File: config.mk
export PLATFORM = sky130hd
export DESIGN_NAME = uart_rx_fifo_flat
export DESIGN_NICKNAME = d
export VERILOG_FILES = /design/src/rtl/uart_pkg.sv /design/src/rtl/uart_rx_fifo_if.sv /design/src/rtl/sync_fifo.sv /design/src/rtl/uart_rx_fifo.sv /design/src/flat_wrapper.sv
export SDC_FILE = /design/constraint.sdc
export NUM_CORES = 1
export LEC_CHECK = 0
export BUFFER_PORTS_ARGS = -buffer_cell sky130_fd_sc_hd__buf_2
export CAP_MARGIN = 20
export CORE_MARGIN = 4
export CORE_UTILIZATION = 58
export CTS_BUF_LIST = sky130_fd_sc_hd__clkbuf_8
export DETAILED_ROUTE_END_ITERATION = 7
export GPL_ROUTABILITY_DRIVEN = 0
export PLACE_DENSITY = 0.78
export SKIP_CTS_REPAIR_TIMING = 1
export SLEW_MARGIN = 15
export SYNTH_ARGS = -nofsm -noshare
export SYNTH_HDL_FRONTEND = slang
export SYNTH_SLANG_ARGS = --single-unit
File: constraint.sdc
create_clock -name clk -period 2.95 [get_ports clk]
set_input_delay 0.59 -clock clk [delete_from_list [all_inputs] [get_ports clk]]
set_output_delay 0.59 -clock clk [all_outputs]
set_load 0.01 [all_outputs]
File: src/rtl/uart_pkg.sv
// rtl/uart_pkg.sv - shared types, width helpers and parity function for the UART receive path
//
// Build option: UART_RX_PARITY_EN adds the PARITY state (one even-parity bit per frame).
package uart_pkg;

  localparam int MAX_DATA_BITS  = 9;
  localparam int DEF_DATA_BITS  = 8;
  localparam int DEF_FIFO_DEPTH = 16;

  typedef enum logic [2:0] {
    ST_IDLE  = 3'd0,
    ST_START = 3'd1,
    ST_DATA  = 3'd2,
    ST_STOP  = 3'd3
`ifdef UART_RX_PARITY_EN
    , ST_PARITY = 3'd4
`endif
  } rx_state_t;

  function automatic int ptr_width(input int depth);
    return $clog2(depth);
  endfunction

  function automatic int count_width(input int depth);
    return $clog2(depth) + 1;
  endfunction

  // Value the parity bit must carry so the ones count (data + parity) is even.
  function automatic logic even_parity(input logic [MAX_DATA_BITS-1:0] d);
    return ^d;
  endfunction

endpackage

File: src/rtl/uart_rx_fifo_if.sv
// rtl/uart_rx_fifo_if.sv - consumer-side bus of the UART receive FIFO
//
// master: consumer (drives rd_en, err_clr)
// slave : uart_rx_fifo (drives rd_data, empty, full, count, frame_err, overrun, parity_err)
interface uart_rx_fifo_if
  import uart_pkg::*;
#(
  parameter int DATA_BITS  = DEF_DATA_BITS,
  parameter int FIFO_DEPTH = DEF_FIFO_DEPTH
);
  logic                                 rd_en;
  logic [DATA_BITS-1:0]                 rd_data;
  logic                                 empty;
  logic                                 full;
  logic [count_width(FIFO_DEPTH)-1:0]   count;
  logic                                 frame_err;
  logic                                 overrun;
  logic                                 parity_err;
  logic                                 err_clr;

  modport master (
    output rd_en, err_clr,
    input  rd_data, empty, full, count, frame_err, overrun, parity_err
  );

  modport slave (
    input  rd_en, err_clr,
    output rd_data, empty, full, count, frame_err, overrun, parity_err
  );
endinterface

File: src/rtl/sync_fifo.sv
// rtl/sync_fifo.sv - show-ahead synchronous FIFO, power-of-two depth
//
// Ports: clk, rst_n (async, active-low), push/push_data (write), pop (ignored
// when empty), head (current entry, 0 when empty), empty, full, count.
module sync_fifo
  import uart_pkg::*;
#(
  parameter int WIDTH = DEF_DATA_BITS,
  parameter int DEPTH = DEF_FIFO_DEPTH
) (
  input  logic                            clk,
  input  logic                            rst_n,
  input  logic                            push,
  input  logic [WIDTH-1:0]                push_data,
  input  logic                            pop,
  output logic [WIDTH-1:0]                head,
  output logic                            empty,
  output logic                            full,
  output logic [count_width(DEPTH)-1:0]   count
);
  localparam int AW = ptr_width(DEPTH);
  localparam int CW = count_width(DEPTH);

  logic [WIDTH-1:0] mem [DEPTH];
  logic [AW-1:0]    wr_ptr;
  logic [AW-1:0]    rd_ptr;
  logic             do_pop;
  logic             do_push;

  // A pop in the same cycle frees a slot, so a push while full still lands.
  assign do_pop  = pop & ~empty;
  assign do_push = push & (~full | do_pop);

  always_ff @(posedge clk) begin
    if (do_push) mem[wr_ptr] <= push_data;
  end

  always_ff @(posedge clk or negedge rst_n) begin
    if (!rst_n) begin
      wr_ptr <= '0;
      rd_ptr <= '0;
      count  <= '0;
    end else begin
      if (do_push) wr_ptr <= wr_ptr + 1'b1;
      if (do_pop)  rd_ptr <= rd_ptr + 1'b1;
      case ({do_push, do_pop})
        2'b10:   count <= count + 1'b1;
        2'b01:   count <= count - 1'b1;
        default: count <= count;
      endcase
    end
  end

  assign empty = (count == '0);
  assign full  = (count == CW'(DEPTH));
  assign head  = empty ? '0 : mem[rd_ptr];

endmodule

File: src/rtl/uart_rx_fifo.sv
// rtl/uart_rx_fifo.sv - UART receiver with oversample tick generator, error flags and receive FIFO
//
// Ports: clk, rst_n (async, active-low), rx (async serial line, idle high),
// bus (uart_rx_fifo_if.slave: rd_en, err_clr in; rd_data, empty, full, count,
// frame_err, overrun, parity_err out).
// Build option: UART_RX_PARITY_EN enables one even-parity bit per frame.
module uart_rx_fifo
  import uart_pkg::*;
#(
  parameter int CLK_HZ     = 50_000_000,
  parameter int BAUD       = 115_200,
  parameter int OVERSAMPLE = 16,
  parameter int DATA_BITS  = DEF_DATA_BITS,
  parameter int FIFO_DEPTH = DEF_FIFO_DEPTH
) (
  input  logic            clk,
  input  logic            rst_n,
  input  logic            rx,
  uart_rx_fifo_if.slave   bus
);
  localparam int DIV_RAW = CLK_HZ / (BAUD * OVERSAMPLE);
  localparam int DIV     = (DIV_RAW < 1) ? 1 : DIV_RAW;
  localparam int DIV_W   = (DIV > 1) ? $clog2(DIV) : 1;
  localparam int SW      = $clog2(OVERSAMPLE);
  localparam int BW      = $clog2(DATA_BITS + 1);
  localparam logic [SW-1:0] S_MID  = SW'(OVERSAMPLE / 2 - 1);
  localparam logic [SW-1:0] S_LAST = SW'(OVERSAMPLE - 1);

  logic rx_meta, rx_s;
  always_ff @(posedge clk or negedge rst_n) begin
    if (!rst_n) begin
      rx_meta <= 1'b1;
      rx_s    <= 1'b1;
    end else begin
      rx_meta <= rx;
      rx_s    <= rx_meta;
    end
  end

  logic [DIV_W-1:0] div_cnt;
  logic             tick;
  assign tick = (div_cnt == DIV_W'(DIV - 1));
  always_ff @(posedge clk or negedge rst_n) begin
    if (!rst_n)    div_cnt <= '0;
    else if (tick) div_cnt <= '0;
    else           div_cnt <= div_cnt + 1'b1;
  end

  rx_state_t            state, state_n;
  logic [SW-1:0]        s_cnt, s_cnt_n;
  logic [BW-1:0]        bit_cnt, bit_cnt_n;
  logic [DATA_BITS-1:0] shreg, shreg_n;
  logic                 push, set_fe, set_ov;
  logic                 fe_q, ov_q;
`ifdef UART_RX_PARITY_EN
  logic                 par_bad, par_bad_n;
  logic                 set_pe;
  logic                 pe_q;
`endif

  always_ff @(posedge clk or negedge rst_n) begin
    if (!rst_n) begin
      state   <= ST_IDLE;
      s_cnt   <= '0;
      bit_cnt <= '0;
      shreg   <= '0;
`ifdef UART_RX_PARITY_EN
      par_bad <= 1'b0;
`endif
    end else begin
      state   <= state_n;
      s_cnt   <= s_cnt_n;
      bit_cnt <= bit_cnt_n;
      shreg   <= shreg_n;
`ifdef UART_RX_PARITY_EN
      par_bad <= par_bad_n;
`endif
    end
  end

  // Data bits are sampled OVERSAMPLE ticks apart starting from the start-bit
  // mid-point, so every later sample also lands mid-bit.
  always_comb begin
    state_n   = state;
    s_cnt_n   = s_cnt;
    bit_cnt_n = bit_cnt;
    shreg_n   = shreg;
    push      = 1'b0;
    set_fe    = 1'b0;
    set_ov    = 1'b0;
`ifdef UART_RX_PARITY_EN
    par_bad_n = par_bad;
    set_pe    = 1'b0;
`endif
    if (tick) begin
      case (state)
        ST_IDLE: begin
          if (!rx_s) begin
            state_n = ST_START;
            s_cnt_n = '0;
          end
        end
        ST_START: begin
          if (s_cnt == S_MID) begin
            s_cnt_n   = '0;
            bit_cnt_n = '0;
            state_n   = rx_s ? ST_IDLE : ST_DATA;
          end else begin
            s_cnt_n = s_cnt + 1'b1;
          end
        end
        ST_DATA: begin
          if (s_cnt == S_LAST) begin
            s_cnt_n   = '0;
            shreg_n   = {rx_s, shreg[DATA_BITS-1:1]};
            bit_cnt_n = bit_cnt + 1'b1;
            if (bit_cnt == BW'(DATA_BITS - 1)) begin
`ifdef UART_RX_PARITY_EN
              state_n = ST_PARITY;
`else
              state_n = ST_STOP;
`endif
            end
          end else begin
            s_cnt_n = s_cnt + 1'b1;
          end
        end
`ifdef UART_RX_PARITY_EN
        ST_PARITY: begin
          if (s_cnt == S_LAST) begin
            s_cnt_n   = '0;
            par_bad_n = (rx_s != even_parity(MAX_DATA_BITS'(shreg)));
            state_n   = ST_STOP;
          end else begin
            s_cnt_n = s_cnt + 1'b1;
          end
        end
`endif
        ST_STOP: begin
          if (s_cnt == S_LAST) begin
            s_cnt_n = '0;
            state_n = ST_IDLE;
            if (!rx_s) set_fe = 1'b1;
`ifdef UART_RX_PARITY_EN
            if (par_bad) set_pe = 1'b1;
            if (rx_s && !par_bad) begin
`else
            if (rx_s) begin
`endif
              if (!bus.full || bus.rd_en) push   = 1'b1;
              else                        set_ov = 1'b1;
            end
          end else begin
            s_cnt_n = s_cnt + 1'b1;
          end
        end
        default: state_n = ST_IDLE;
      endcase
    end
  end

  // A new error in the err_clr cycle keeps the flag set.
  always_ff @(posedge clk or negedge rst_n) begin
    if (!rst_n) begin
      fe_q <= 1'b0;
      ov_q <= 1'b0;
`ifdef UART_RX_PARITY_EN
      pe_q <= 1'b0;
`endif
    end else begin
      fe_q <= set_fe | (fe_q & ~bus.err_clr);
      ov_q <= set_ov | (ov_q & ~bus.err_clr);
`ifdef UART_RX_PARITY_EN
      pe_q <= set_pe | (pe_q & ~bus.err_clr);
`endif
    end
  end

  assign bus.frame_err  = fe_q;
  assign bus.overrun    = ov_q;
`ifdef UART_RX_PARITY_EN
  assign bus.parity_err = pe_q;
`else
  assign bus.parity_err = 1'b0;
`endif

  sync_fifo #(
    .WIDTH (DATA_BITS),
    .DEPTH (FIFO_DEPTH)
  ) u_fifo (
    .clk       (clk),
    .rst_n     (rst_n),
    .push      (push),
    .push_data (shreg),
    .pop       (bus.rd_en),
    .head      (bus.rd_data),
    .empty     (bus.empty),
    .full      (bus.full),
    .count     (bus.count)
  );

endmodule

File: src/flat_wrapper.sv
// flat-port wrapper written by rule: the top's interface ports become plain ports
module uart_rx_fifo_flat import uart_pkg::*;
#(
  parameter int CLK_HZ     = 50_000_000,
  parameter int BAUD       = 115_200,
  parameter int OVERSAMPLE = 16,
  parameter int DATA_BITS  = DEF_DATA_BITS,
  parameter int FIFO_DEPTH = DEF_FIFO_DEPTH
)
  (clk, rst_n, rx, bus_rd_en, bus_err_clr, bus_rd_data, bus_empty, bus_full, bus_count, bus_frame_err, bus_overrun, bus_parity_err);
  uart_rx_fifo_if #(.DATA_BITS(DATA_BITS), .FIFO_DEPTH(FIFO_DEPTH)) bus_i ();
  input  logic clk;
  input  logic rst_n;
  input  logic rx;
  input wire logic [$bits(bus_i.rd_en)-1:0] bus_rd_en;
  input wire logic [$bits(bus_i.err_clr)-1:0] bus_err_clr;
  output wire logic [$bits(bus_i.rd_data)-1:0] bus_rd_data;
  output wire logic [$bits(bus_i.empty)-1:0] bus_empty;
  output wire logic [$bits(bus_i.full)-1:0] bus_full;
  output wire logic [$bits(bus_i.count)-1:0] bus_count;
  output wire logic [$bits(bus_i.frame_err)-1:0] bus_frame_err;
  output wire logic [$bits(bus_i.overrun)-1:0] bus_overrun;
  output wire logic [$bits(bus_i.parity_err)-1:0] bus_parity_err;
  assign bus_i.rd_en = bus_rd_en;
  assign bus_i.err_clr = bus_err_clr;
  assign bus_rd_data = bus_i.rd_data;
  assign bus_empty = bus_i.empty;
  assign bus_full = bus_i.full;
  assign bus_count = bus_i.count;
  assign bus_frame_err = bus_i.frame_err;
  assign bus_overrun = bus_i.overrun;
  assign bus_parity_err = bus_i.parity_err;
  uart_rx_fifo #(.CLK_HZ(CLK_HZ), .BAUD(BAUD), .OVERSAMPLE(OVERSAMPLE), .DATA_BITS(DATA_BITS), .FIFO_DEPTH(FIFO_DEPTH)) u_core (.clk(clk), .rst_n(rst_n), .rx(rx), .bus(bus_i));
endmodule
==> key figures <==
Worst setup path
  • CP Capture Type: output port
  • Reg-to-Reg End: u_core.u_fifo.count[4]$_DFFE_PN0P_
  • Reg-to-reg slack, setup: 0.24 ns
  • CP bufs+invs: 3
  • Reg-to-Reg Start: u_core.u_fifo.count[0]$_DFFE_PN0P_
  • Cell family with most CP delay: flip-flops
  • Max stage delay on crit path: 0.53 ns
  • Critical path origin: u_core.u_fifo.rd_ptr[1]$_DFFE_PN0P_
  • CP max FO: 6
  • Worst setup SP type: register
  • CP Class: reg -> out
  • Crit-path slowest cell: dfrtp_4
  • CP Depth: 7
  • Worst EP arrival: 2.32 ns
  • Worst r2r path cells: 11
  • Worst setup path end: bus_rd_data[3]
  • Required @ worst endpoint: 2.36 ns
  • Crit-path cells: buf_4 -> buf_4 -> mux4_2 -> nor2b_1 -> a211oi_1 -> a211oi_1 -> buf_2

Run
  • Max_cap viols: 0

Cells and area
  • Final non-filler cell total: 614
  • Share of cells above drive strength 1: 28.3%
  • Area Growth Syn to Fin: 11.6%
  • Antenna Cells: 0
  • Fillers: 816
  • Post-layout nets: 472
  • Final Util: 65.9%

STA
  • Slew HR: 40.9%
  • Final Critical Period: 2.91 ns
  • RSZ-0062 raised after global routing: yes
  • Worst-Margin Slew: 0.887 ns
  • Period utilization: 98.6%
  • # setup viols final: 0
  • Hold Fails Final Rpt: 0
  • Max Clk Rate: 0.344 GHz
  • Setup TNS: 0 ns
  • Setup Skew: 0.00978 ns
  • Final Max Tran Viols: 0

Drt
  • Routed wire length: 13000 um
  • WL per Instance: 21.1 um
  • Initial DRT Pass Iterations: 4
  • Post-route ant nets: 0
  • Routed vias: 3745
  • DR iter-0 viols: 300
  • Residual DRC: 0
  • Via density: 6.10

Global routing
  • Met3 Resource Use GR: 4.50%
  • GR Layer Usage met2: 31.1%
  • Busiest grt layer: met2
  • GR Util All Layers: 20.0%
  • Number of global-route vias before repair: 3843
  • Met1 track demand over resource: 28.2%
  • Largest net degree at the start of global routing: 41
  • First-pass GRT wire length: 21200 um
  • Total gr overflow: 0
  • Initial antenna violation count: 0

Hold path
  • Worst hold path class: in -> reg
  • Cells on Worst Hold Path: 1

Floorplan
  • Chip Height: 119 um
  • Starting Density: 59.0%
  • Die area: 0.0141 mm^2
  • Core Area: 0.0120 mm^2
  • # IOs: 23
  • Die width: 119 um
  • Row cnt: 40

Clock network
  • Clock Latency Late Sink: 0.46 ns
  • CTS Root Cell: clkbuf_8
  • Clock transition at path regs: 0.09 ns
  • H-tree levels: 4
  • Clk sink count: 168
  • CTS Buf Count: 17
  • CTS tree: built
  • CTS max path bufs: 2

Power and ir drop
  • Worst IR Drop VDD: 0.483 mV
  • Lkg Pwr: 3.17 nW
  • PD cells: 719 mW/mm^2
  • Final Total Pwr: 5.68 mW

Logic synthesis
  • #FFs+latches synth: 168
  • Fraction of registers with async set/reset: 23.8%
  • Post-synth top flop: edfxtp_1
  • Synth Warn #: 0
  • EDFF count, synth: 128
  • Sequential share of the synthesized area: 68.4%
  • Post-Syn Area: 0.00709 mm^2
  • Syn avg cell area: 17.1 um^2
  • Distinct cells, synth: 53
  • Syn nets: 432
  • Cells after synthesis: 414

Outcome
  • Outcome: finished clean

Place
  • DPL Wire Length: 8400 um
  • IO Port Bufs: 21
  • Placed Instances: 575
-- worst register-to-register path, delay by kind of cell, from the launching register on --
kind                       cells  cell delay [ns]
AOI/OAI and AO/OA              2             0.27
xor gates and xnor gates       2             0.21
buffers and inverters          1             0.08
and+or+nand+nor                4             1.20
DFF                            1             0.46
adders and majority gates      2             0.38
-- cell usage in the layout (no fill, tap or decap), types with 3 or more instances in the layout --
| cell type | count |
|---|---|
| o21ai_0 | 8 |
| buf_4 | 22 |
| edfxtp_1 | 128 |
| inv_4 | 4 |
| and2_1 | 12 |
| nand4_1 | 3 |
| clkbuf_8 | 19 |
| a211oi_1 | 12 |
| inv_1 | 13 |
| nand3b_1 | 3 |
| bufinv_16 | 4 |
| nor3_1 | 3 |
| nor4b_1 | 4 |
| xnor2_1 | 9 |
| mux2_2 | 10 |
| mux2i_1 | 9 |
| o22ai_1 | 5 |
| clkinvlp_4 | 3 |
| a211oi_2 | 4 |
| nor4_1 | 3 |
| mux4_2 | 32 |
| xor2_1 | 9 |
| o31ai_1 | 3 |
| nand3_1 | 5 |
| nor2b_1 | 8 |
| buf_2 | 21 |
| ha_1 | 13 |
| nand2_1 | 16 |
| nor2_1 | 8 |
| dfrtp_1 | 35 |
| and4_1 | 5 |
-- synth_stat cells (all sizes together), types with 5 or more instances --
master | instances | area [um^2]
nand3 | 5 | 25.0
mux4 | 32 | 721
and4 | 5 | 43.8
edfxtp | 128 | 3840
nand2 | 16 | 60.1
xnor2 | 9 | 78.8
o21ai | 8 | 40.0
a211oi | 16 | 120
and2 | 12 | 75.1
ha | 13 | 163
mux2 | 11 | 128
dfrtp | 38 | 951
mux2i | 9 | 90.1
xor2 | 9 | 78.8
inv | 11 | 41.3
clkbuf | 6 | 22.5
nor2 | 10 | 42.5
o22ai | 5 | 31.3
nor2b | 8 | 50.1
buf | 17 | 92.6
-- how the worst min path moves through the flow --
stage	from	slack, ns	to
after global placement	u_core.rx_meta$_DFF_PN1_	0.35	u_core.rx_s$_DFF_PN1_
after global routing	rx	0.20	u_core.rx_meta$_DFF_PN1_
after detailed placement	u_core.rx_meta$_DFF_PN1_	0.35	u_core.rx_s$_DFF_PN1_
after floorplan	rst_n	0.29	u_core.bit_cnt[0]$_DFFE_PN0P_
after CTS	rx	0.19	u_core.rx_meta$_DFF_PN1_
final	rx	0.22	u_core.rx_meta$_DFF_PN1_
-- where the power goes --
group / total [mW] / leakage [nW] / switching, mW / internal, mW
Combinational: 1.15 / 0.953 / 0.568 / 0.582
Clock: 1.77 / 0.222 / 0.805 / 0.961
Sequential: 2.77 / 2.00 / 0.177 / 2.59
-- layout make-up --
type                    instances  area [um^2]  area share [%]
well taps                     147          184            2.33
inverters                      11         41.3           0.522
repair buffers                 44          290            3.67
multi-input cells             212         2100            26.6
clock inverters                13          175            2.21
clock buffers                  19          262            3.31
flip-flops and latches        168         4850            61.4
-- flip-flops by register name, summed over array words and instances (netlist names) --
register              flops
u_core.u_fifo.mem       128
u_core.shreg              8
u_core.div_cnt            5
u_core.u_fifo.count       5
u_core.bit_cnt            4
u_core.s_cnt              4
u_core.u_fifo.rd_ptr      4
u_core.u_fifo.wr_ptr      4
u_core.state              2
u_core.bus.frame_err      1
u_core.bus.overrun        1
u_core.rx_meta            1
u_core.rx_s               1
-- per-stage QoR --
step / setup WS, ns / hold WS [ns] / cell area (um^2)
2_1_floorplan: 0.0442 / 0.294 / 7090
3_3_place_gp: 0.322 / 0.348 / 7400
3_5_place_dp: 0.259 / 0.351 / 7400
4_1_cts: -0.218 / 0.194 / 7830
5_1_grt: -0.0622 / 0.198 / 7910
6_report: 0.0416 / 0.223 / 7910
-- kinds of logic after synthesis --
kind of cell             count (synthesis)  synth area share, %
flip-flops                             168                 68.4
AND/OR/NAND/NOR                         81                 6.97
XOR/XNOR                                18                 2.22
AO/OA/AOI/OAI                           47                 4.63
adder cells (fa/ha/maj)                 13                 2.29
multiplexers                            52                 13.2
other                                    1               0.0529
buffers and inverters                   34                 2.21
-- per-layer routing --
layer,vias to the layer above,share of wire [%]
met5,-,0
met4,0,1.1
met3,11,5.8
met2,104,51
met1,1923,42
li1,1707,-
(Power assumes the default switching activity.)
